==> config.mk <==
export PLATFORM = sky130hd
export DESIGN_NAME = sb_tx_serializer
export DESIGN_NICKNAME = d
export VERILOG_FILES = /design/src/rtl/sb_tx_serializer.sv
export SDC_FILE = /design/constraint.sdc
export NUM_CORES = 1
export LEC_CHECK = 0
export ABC_AREA = 0
export BUFFER_PORTS_ARGS = -buffer_cell sky130_fd_sc_hd__buf_2
export CAP_MARGIN = 10
export CORE_UTILIZATION = 46
export CTS_CLUSTER_DIAMETER = 40
export DETAILED_ROUTE_END_ITERATION = 8
export GPL_ROUTABILITY_DRIVEN = 0
export PLACE_DENSITY = 0.6
export SYNTH_ARGS = -nofsm -noshare
export SYNTH_HDL_FRONTEND = slang
export SYNTH_SLANG_ARGS = --single-unit
==> constraint.sdc <==
create_clock -name clk_100MHz -period 8.5 [get_ports clk_100MHz]
set_input_delay 0 -clock clk_100MHz [delete_from_list [all_inputs] [get_ports clk_100MHz]]
set_output_delay 0 -clock clk_100MHz [all_outputs]
set_load 0.1 [all_outputs]
==> src/rtl/sb_tx_serializer.sv <==
// Sideband transmitter: FIFO of 64-bit messages, serialized LSB-first on a forwarded clock at half rate.
// Optional `define SB_TX_LEVEL_EN adds FIFO occupancy (level_o) and sticky overflow (overflow_o) ports.
module sb_tx_serializer #(
  parameter int BUFFER_SIZE = 4,
  parameter int GAP_CYCLES  = 64
) (
  input  logic        clk_100MHz,
  input  logic        reset,
  input  logic        enable_i,
  input  logic [63:0] data_i,
  input  logic        valid_i,
  output logic        ready_o,
  output logic        dataPin_o,
  output logic        clkPin_o,
  output logic        busy_o,
  output logic        done_o
`ifdef SB_TX_LEVEL_EN
  ,
  output logic [$clog2(BUFFER_SIZE):0] level_o,
  output logic        overflow_o
`endif
);

  localparam int AW = $clog2(BUFFER_SIZE);
  localparam int GW = (GAP_CYCLES > 2) ? $clog2(GAP_CYCLES) : 1;

  typedef enum logic [1:0] {IDLE, SHIFT, GAP} state_t;

  state_t      state;
  logic [63:0] mem [BUFFER_SIZE];
  logic [AW:0] wptr, rptr, wptr_nxt, rptr_nxt;
  logic        full, empty, full_nxt, push, pop;
  logic [63:0] shreg;
  logic [5:0]  bit_cnt;
  logic        phase;
  logic [GW-1:0] gap_cnt;

  // Extra wrap bit distinguishes full from empty when the index bits match.
  assign full  = (wptr[AW] != rptr[AW]) && (wptr[AW-1:0] == rptr[AW-1:0]);
  assign empty = (wptr == rptr);
  assign push  = valid_i && !full;
  assign pop   = (state == IDLE) && enable_i && !empty;

  always_comb begin
    wptr_nxt = wptr + {{AW{1'b0}}, push};
    rptr_nxt = rptr + {{AW{1'b0}}, pop};
    full_nxt = (wptr_nxt[AW] != rptr_nxt[AW]) && (wptr_nxt[AW-1:0] == rptr_nxt[AW-1:0]);
  end

  always_ff @(posedge clk_100MHz or posedge reset) begin
    if (reset) begin
      wptr    <= '0;
      rptr    <= '0;
      ready_o <= 1'b1;
    end else begin
      wptr    <= wptr_nxt;
      rptr    <= rptr_nxt;
      ready_o <= !full_nxt;
    end
  end

  always_ff @(posedge clk_100MHz) begin
    if (push) mem[wptr[AW-1:0]] <= data_i;
  end

  // Data changes only with the rising forwarded-clock edge so it is stable at the receiver's falling edge.
  always_ff @(posedge clk_100MHz or posedge reset) begin
    if (reset) begin
      state     <= IDLE;
      shreg     <= '0;
      bit_cnt   <= '0;
      phase     <= 1'b0;
      gap_cnt   <= '0;
      dataPin_o <= 1'b0;
      clkPin_o  <= 1'b0;
      busy_o    <= 1'b0;
      done_o    <= 1'b0;
    end else begin
      done_o <= 1'b0;
      case (state)
        IDLE: begin
          clkPin_o  <= 1'b0;
          dataPin_o <= 1'b0;
          if (pop) begin
            shreg   <= mem[rptr[AW-1:0]];
            bit_cnt <= '0;
            phase   <= 1'b0;
            busy_o  <= 1'b1;
            state   <= SHIFT;
          end
        end
        SHIFT: begin
          if (!phase) begin
            dataPin_o <= shreg[0];
            clkPin_o  <= 1'b1;
            phase     <= 1'b1;
          end else begin
            clkPin_o <= 1'b0;
            shreg    <= shreg >> 1;
            bit_cnt  <= bit_cnt + 6'd1;
            phase    <= 1'b0;
            if (bit_cnt == 6'd63) begin
              done_o    <= 1'b1;
              gap_cnt   <= '0;
              dataPin_o <= 1'b0;
              state     <= GAP;
            end
          end
        end
        GAP: begin
          clkPin_o  <= 1'b0;
          dataPin_o <= 1'b0;
          if (gap_cnt == GW'(GAP_CYCLES - 1)) begin
            busy_o <= 1'b0;
            state  <= IDLE;
          end else begin
            gap_cnt <= gap_cnt + GW'(1);
          end
        end
        default: begin
          busy_o <= 1'b0;
          state  <= IDLE;
        end
      endcase
    end
  end

`ifdef SB_TX_LEVEL_EN
  assign level_o = wptr - rptr;

  always_ff @(posedge clk_100MHz or posedge reset) begin
    if (reset) overflow_o <= 1'b0;
    else if (valid_i && !ready_o) overflow_o <= 1'b1;
  end
`endif

endmodule

Word-level counts from Yosys, hierarchy flattened

Memory sizes are Yosys's and may differ from the RTL's.
Cells that the tools add are included.

Flip-flop bits (word level): 90
Bits in writable memories: 256
Output and inout bits: 5
Memories: 1

Memory list:

| memory | depth | width | read ports | clocked after memory_dff | write ports | RTL line | source |
|---|---|---|---|---|---|---|---|
| mem    | 4     | 64    | 1          | 0                        | 1           | 30       | `logic [63:0] mem [BUFFER_SIZE];` |

Add/sub/neg operators: 4
Eq/ne operators: 15
Mux-type cells: 30
Bitwise operators: 1
Reduce and logical (&&, ||, !) cells: 19

Operators by type and width:

| cell                                          | number |
|---|---|
| two-way mux 64 bit                            | 2 |
| case mux 64 bit (2 select lines)              | 1 |
| two-way mux 6 bit                             | 5 |
| case mux 6 bit (2 select lines)               | 2 |
| adder 6 x 1 -> 6 bit, second input constant   | 2 |
| == test 6 bit, second input constant          | 2 |
| two-way mux 1 bit                             | 11 |
| != test 2 bit, second input constant          | 5 |
| two-way mux 2 bit                             | 4 |
| AND reduction 4 bit                           | 2 |
| adder 3 x 1 -> 3 bit                          | 2 |
| case mux 1 bit (2 select lines)               | 3 |
| case mux 2 bit (3 select lines)               | 1 |
| AND reduction 3 bit                           | 2 |
| nonzero test 2 bit                            | 3 |
| logical AND 1 bit                             | 5 |
| == test 2 bit                                 | 2 |
| AND reduction 2 bit                           | 2 |
| == test 3 bit                                 | 1 |
| zero test 1 bit                               | 3 |
| != test 3 bit, second input constant          | 1 |
| case mux 1 bit (3 select lines)               | 1 |
| == test 2 x 1 -> 1 bit, second input constant | 1 |
| == test 2 bit, second input constant          | 1 |
| other kinds (4)                               | 5 |

Depth between registers and ports, before layout

Gate-level depths: netlist of run 1.

Depth after elaboration: 8
Depth in mapped cells: 8
Gate-level depth less buffers: 7

Worst setup path before layout of run 1

Ideal clock, no wire load.

Path kind: register to register
Start: register wptr[0]
End: memory mem[0][0], enable pin
Setup time: 0.578 ns
Arrival: 5.604 ns
Path slack: 2.318 ns
Cell stages (with the launch flop): 4
Path buffers: 0
Clock period less this slack: 6.182 ns
Cell sequence: dfrtp_1 xnor2_1 a31oi_1 nor3b_1

Word-level cells in the longest chain between the ends: 6

Ends and longest elaborated chain:

| element                                 | RTL line | source |
|---|---|---|
| from (decl)                             | 31       | `logic [AW:0] wptr, rptr, wptr_nxt, rptr_nxt;` |
| from (signal assigned)                  | 56       | `wptr <= wptr_nxt;` |
| == test 2 bit                           | 39       | `assign full = (wptr[AW] != rptr[AW]) && (wptr[AW-1:0] == rptr[AW-1:0]);` |
| logical AND 1 bit                       | 39       |  |
| zero test 1 bit                         | 41       | `assign push = valid_i && !full;` |
| logical AND 1 bit                       | 41       |  |
| two-way mux 1 bit                       | 63       | `if (push) mem[wptr[AW-1:0]] <= data_i;` |
| two-way mux 1 bit (implied by the code) | 63       |  |
| to (decl)                               | 30       |  |

Several ways; a longest one is shown, not always the timed one.

Final worst setup path of run 1

Start: register rptr[1]
End: memory mem[1][55], enable pin

Word-level cells in the longest chain between the ends: 6

Ends and longest elaborated chain:

| element                                 | RTL line | source |
|---|---|---|
| from (decl)                             | 31       |  |
| from (signal assigned)                  | 57       | `rptr <= rptr_nxt;` |
| == test 2 bit                           | 39       |  |
| logical AND 1 bit                       | 39       |  |
| zero test 1 bit                         | 41       |  |
| logical AND 1 bit                       | 41       |  |
| two-way mux 1 bit                       | 63       |  |
| two-way mux 1 bit (implied by the code) | 63       |  |

Every way passes these cells.

==> results of run 1 <==
-- worst paths after layout --
check | startpoint | endpoint | slack (ps) | depth (start not counted)
worst max-delay path | rptr[1] | mem[1][55] | 4960 | 6
worst min-delay path | enable_i | bit_cnt[3] | 60 | 4
worst max register to register | rptr[1] | mem[1][55] | 4960 | 6
worst min register to register | shreg[27] | shreg[27] | 490 | 1
max in group asynchronous | reset | rptr[0] | 6650 | 5
min in group asynchronous | reset | shreg[32] | 600 | 4
-- cell usage in the layout (no fill, tap or decap), drive strengths merged, types with 2 or more instances in the layout --
master	n
a21o	2
inv	15
bufinv	6
xnor2	7
mux2	65
ha	6
dfrtp	89
buf	82
nor2	10
nor2b	3
clkbuf	53
dlygate4sd3	66
o21ai	6
clkinv	11
a21boi	3
nand3	5
mux4	64
diode	2
nand2b	2
nor3	4
a31oi	2
xor2	5
mux2i	4
a21oi	5
and3	3
edfxtp	256
nand2	200
-- kinds of logic (layout without fill, tap and decap cells) --
kind of cell,after synthesis,after routing,share of synthesized area
buffers and inverters,49,234,0.01632
adder cells (fa/ha/maj),6,6,0.005502
AO/OA/AOI/OAI,22,22,0.01064
AND/OR/NAND/NOR,235,235,0.06897
XOR/XNOR,12,12,0.007704
flip-flops,346,346,0.7286
multiplexers,133,133,0.1622
other,0,2,0
-- per-stage QoR --
step / cells / hold WS [ps]
floorplan: 803 / 98.87
CTS: 1372 / 43.67
detailed placement: 1230 / 5.960
global route: 1374 / 68.60
finish: 1374 / 61.54
global placement: 1230 / 4.330
-- repair_timing --
item	4_1_cts	5_1_grt
setup endpoints to repair	0	0
hold buffers	66	0
hold endpoints to repair	282	0
-- cell type report --
class                           instances  area [um^2]
Multi-Input combinational cell        408         3522
Clock inverter                         23        295.3
Sequential cell                       346         9946
Antenna cell                            2        5.005
Inverter                               10        40.04
Clock buffer                           53         1154
Timing Repair Buffer                  148         1096
Tap cell                              384        480.5
Fill cell                            2202        12400
-- metal layers --
| layer | up-vias | wire [um] |
|---|---|---|
| met4 | 0 | 550 |
| met3 | 49 | 872 |
| met5 | - | 0 |
| li1 | 3322 | - |
| met1 | 3704 | 10850 |
| met2 | 116 | 12730 |
-- report_power, final --
part	switching, mW	leakage, nW	internal [mW]
Sequential	0.218	3.42	2.34
Clock	0.674	0.709	1.15
Combinational	0.885	2.08	0.802
Total	1.78	6.21	4.29
-- flip-flops by register name, indices dropped and copies added, names as in the netlist --
register,count
bit_cnt,6
gap_cnt,6
ready_o,1
phase,1
clkPin_o,1
done_o,1
dataPin_o,1
mem,256
wptr,3
busy_o,1
shreg,64
rptr,3
state,2
-- worst min-delay path, cell delays in order --
cell,delay (ps)
buf_2,110
or3b_2,180
a31oi_1,130
nor2_1,130
==> out/qor.yml, run 1 <==
logic_synthesis:
  seq_area_frac_synth: 0.7286
  synth_nets: 877
  ys_warn_count: 0
  yosysTopAreaCellShare: 0.5635
  ys_types: 41
  syn_avg_cell_area_um2: 16.99
  synthesis.area_um2: 13640
  synth-edff-count: 256
  synthArstFlopShare: 0.2601
  yosys_register_bits: 346
  netlist_top_cells_area: "edfxtp_1, dfrtp_1, mux4_2"
  syn_inst: 803
  synth-main-ff-cell: "edfxtp_1"
  synth_top_cell_by_area: "edfxtp_1"
  yosysMostFrequentCell: "edfxtp_1"
  synth_common_cells: "edfxtp_1, nand2_1, dfrtp_1"
timing:
  setup_ws_ps: 4963
  rsz0062_at_grt: "no"
  slew_viol_final: 0
  period_share: 0.4161
  setup_viol: 0
  max_freq_mhz: 282.7
  hold_viol_final: 0
  finalClockSkew_ps: 12.88
  fin_setup_tns_ps: 0
  worst_pin_slew_ps: 1064
  relSlewSlack: 0.2903
  fin_crit_ps: 3537
power_and_ir_drop:
  ir_drop_v: 0.0002079
  p_leak_nw: 6.208
  power_density_nw_per_um2: 367.0
  fin_total_pwr_mw: 6.069
worst_setup_path:
  slowest_delay_ps: 770
  critPathKind: "flop to flop"
  cp_num_buf_inv: 2
  start_kind: "flop"
  cp_cell_sequence: "buf_4 -> xnor2_1 -> a31oi_1 -> nand2_1 -> nor2_4 -> buf_4"
  end_kind: "flop"
  crit_path_top_delay_cell: "buf_4"
  cp_max_fo: 66
  cp_top_family: "buffers and inverters"
  crit_top_cell: "buf_4"
  arrival_ps: 3690
  cp.required_ps: 8660
clock_tree:
  clk_latency_ps: 530
  clock_path_buffers: 3
  postCtsSetupBuffers: 0
  cts_tree: "yes"
  clk_pin_slew_worst_paths_ps: 50
  cts_sinks: 346
  ctsHtreeMaxLevel: 2
  numCtsBuffers: 41
  cts_resized: 0
  cts_root_buf: "clkbuf_16"
final_layout:
  nets: 1029
  fin_area_um2: 16540
  area_delta_synth_final_pct: 21.22
  finish.utilization: 0.5716
  drive_above_1_share: 0.2895
die:
  die_y_um: 174.2
  die_x_um: 174.2
  die_area_um2: 30350
  coreArea_um2: 28940
  start_util: 0.4715
  rows: 62
  ios: 73
global_route:
  met2_usage: 0.2986
  grt_max_degree: 67
  antenna_found_initial: 2
  grt_pass1_wl_um: 41240
  use_met1: 0.2226
  grt_overflow: 0
  grtUsageMet3: 0.03500
  track_usage: 0.1741
  grt_pass1_vias: 7789
  grt-busiest-layer: "met2"
placed_design:
  portBuffers: 72
  dpl_cell_area_um2: 14420
  dpl.hpwl_um: 13730
  pre_cts_slack_ps: 4845
route:
  drc: 0
  drt-total-wl_um: 25000
  drtIter0Drc: 309
  wl_per_cell_um: 18.20
  routed_via_density: 5.234
  vias: 7191
  drt.antenna.violating_nets: 0
  dr.pass1.iters: 4
job:
  drv_cap: 0
hold_path:
  min_path_type: "input pin to flop"
outcome:
  status: "complete, no violations"
Power figures use the tool's default switching activity.
==> inputs of run 2 (changes only) <==
--- a/config.mk
+++ b/config.mk
@@ -12,7 +12,7 @@
 export CTS_CLUSTER_DIAMETER = 40
 export DETAILED_ROUTE_END_ITERATION = 8
 export GPL_ROUTABILITY_DRIVEN = 0
-export PLACE_DENSITY = 0.6
+export PLACE_DENSITY = 0.62
 export SYNTH_ARGS = -nofsm -noshare
 export SYNTH_HDL_FRONTEND = slang
 export SYNTH_SLANG_ARGS = --single-unit
==> constraint.sdc (replaced) <==
create_clock -name clk_100MHz -period 3.1 [get_ports clk_100MHz]
set_input_delay 0 -clock clk_100MHz [delete_from_list [all_inputs] [get_ports clk_100MHz]]
set_output_delay 0 -clock clk_100MHz [all_outputs]
set_load 0.1 [all_outputs]
==> run 2 against run 1 <==
Compared with the run above:
- combinational power rose to 2.9 times the previous value
- first-iteration DRC count rose by 17%
- non-clock buffer count rose by 2
- setup slack got worse by 4200 ps
- final area rose by 0.51%
- critical path type unchanged
==> out/qor.yml, run 2 (synthesis results as in run 1) <==
placed_design:
  dpl.hpwl_um: 12480  # -9.1%
  placedCellCount: 1233  # +0.24%
  portBuffers: 72  # unchanged
timing:
  max_freq_mhz: 430.4  # +52%
  relSlewSlack: 0.5067  # +0.2163
  worst_pin_slew_ps: 740.0  # -324.5 ps
  rsz0062_at_grt: "no"
  fin_crit_ps: 2323  # -1213 ps
  slew_viol_final: 0  # unchanged
  period_share: 0.7495  # +0.3334
  finalClockSkew_ps: 17.32  # +4.447 ps
  fin_setup_tns_ps: 0  # unchanged
  setup_viol: 0  # unchanged
  hold_viol_final: 0  # unchanged
clock_tree:
  numCtsBuffers: 44  # +7.3%
  clk_latency_ps: 530  # about the same
  cts_sinks: 346  # unchanged
  cts_root_buf: "clkbuf_16"
  ctsHtreeMaxLevel: 2  # unchanged
  postCtsSetupBuffers: 0  # unchanged
  cts_tree: "yes"
  clock_path_buffers: 3  # unchanged
  clk_pin_slew_worst_paths_ps: 50  # about the same
final_layout:
  drive_above_1_share: 0.2962  # +0.006711
  layout_common_cells: "edfxtp_1, nand2_1, dfrtp_1"
  area_delta_synth_final_pct: 21.84
  nets: 1034  # +0.49%
  fillers: 2253  # +2.3%
  final_common_cell: "edfxtp_1"
  antennaDiodeCount: 0  # -2
  fin_cells: 1380  # +0.44%
  largest_register_ffs: 256  # unchanged
global_route:
  track_usage: 0.1687  # -0.005392
  grt_pass1_vias: 7423  # -4.7%
  grt_overflow: 0  # unchanged
  grt_max_degree: 68  # +1.5%
  grt_pass1_wl_um: 40100  # -2.8%
  antenna_found_initial: 0  # -2
worst_setup_path:
  slowest_delay_ps: 520  # -250 ps
  cp_top_family: "simple AND/OR/NAND/NOR gates"
  crit_top_cell: "ha_1"
  cp.required_ps: 3540  # -5120 ps
  end_kind: "flop"
  r2r_setup_slack_ps: 780  # -4190 ps
  arrival_ps: 2760  # -930 ps
  critPathKind: "flop to flop"
  crit_path_top_delay_cell: "dfrtp_1"
  start_kind: "flop"
  cp_cell_sequence: "or3b_2 -> a31oi_1 -> ha_1 -> ha_1 -> xor2_1 -> xnor2_1 -> or3_1"
  cp_num_buf_inv: 0  # -2
  cp_max_fo: 11  # -83%
route:
  wl_per_cell_um: 17.76  # -2.4%
  vias: 7092  # -1.4%
  drtIter0Drc: 363  # +17%
  dr.pass1.iters: 4  # unchanged
  drc: 0  # unchanged
  drt.antenna.violating_nets: 0  # unchanged
  drt-total-wl_um: 24510  # -2.0%
  routed_via_density: 5.139  # -1.8%
die:
  die_x_um: 174.2  # unchanged
  rows: 62  # unchanged
  die_y_um: 174.2  # unchanged
  ios: 73  # unchanged
  coreArea_um2: 28940  # unchanged
  start_util: 0.4715  # unchanged
  die_area_um2: 30350  # unchanged
power_and_ir_drop:
  power_frac_comb: 0.292  # +0.014
  power_frac_clock: 0.294  # -0.006
  seqPwrFrac: 0.414  # -0.008
  switching_power_mw: 4.977  # +180%
  p_leak_nw: 6.238  # +0.48%
  internal_power_mw: 11.65  # +170%
  ir_drop_v: 0.0005936  # +190%
  p_sw_frac: 0.2993  # +0.006526
  power_density_nw_per_um2: 1000  # +170%
outcome:
  status: "complete, no violations"
job:
  drv_cap: 0  # unchanged
hold_path:
  min_path_type: "input pin to flop"
run 2: per-stage QoR:
step | power, mW | setup WS (ps) | hold slack, ps | cell area, um^2 | util
after floorplan | 10.68 | -832.0 | 98.87 | 13650 | -
after global placement | 11.80 | 803.5 | 142.0 | 14540 | 0.5024
after detailed placement | 11.89 | 746.5 | 147.5 | 14540 | 0.5024
after CTS | 16.90 | 761.3 | 78.30 | 16620 | 0.5745
after global routing | 17.57 | 633.9 | 130.5 | 16620 | 0.5745
final | 16.63 | 776.6 | 87.65 | 16620 | 0.5745
run 2: power by group through the flow:
stage / logic (mW) / clock network, mW / registers [mW]
floorplan: 3.69 / 0 / 6.99
global placement: 4.87 / 0 / 6.93
detailed placement: 4.91 / 0 / 6.97
CTS: 5.00 / 5.01 / 6.89
global route: 5.36 / 5.20 / 7.01
finish: 4.85 / 4.89 / 6.88
run 2: metal layers:
metal | routed length (um) | track usage
met5 | 0 | 0
met4 | 511 | 0.05519
met3 | 703 | 0.02625
met2 | 11890 | 0.2744
met1 | 11410 | 0.2339
run 2: area by class of cell:
type	instances	area [um^2]	area share
flip-flops and latches	346	9946	0.5983
multi-input cells	408	3525	0.2120
clock buffers	56	1197	0.07203
repair buffers	150	1196	0.07196
well taps	384	480.5	0.02890
clock inverters	26	239.0	0.01438
inverters	10	40.04	0.002409
run 2: worst register-to-register path, cell delays in order, from the launching register on:
cell and delay [ps]:
dfrtp_1 520, or3b_2 520, a31oi_1 210, ha_1 190, ha_1 150, xor2_1 200
xnor2_1 90, or3_1 370
run 2: worst paths after layout:
kind	end	from	cells past startpoint
setup / recovery	ready_o	state[1]	7
hold / removal	wptr[0]	valid_i	4
max in group asynchronous	ready_o	reset	4
min in group asynchronous	shreg[27]	reset	3
hold reg to reg	gap_cnt[2]	gap_cnt[2]	1
setup reg to reg	ready_o	state[1]	7
run 2: what timing repair did:
item,4_1_cts,5_1_grt
hold buffers,65,0
endpoints found under the hold margin,299,0
gates resized for setup,0,0
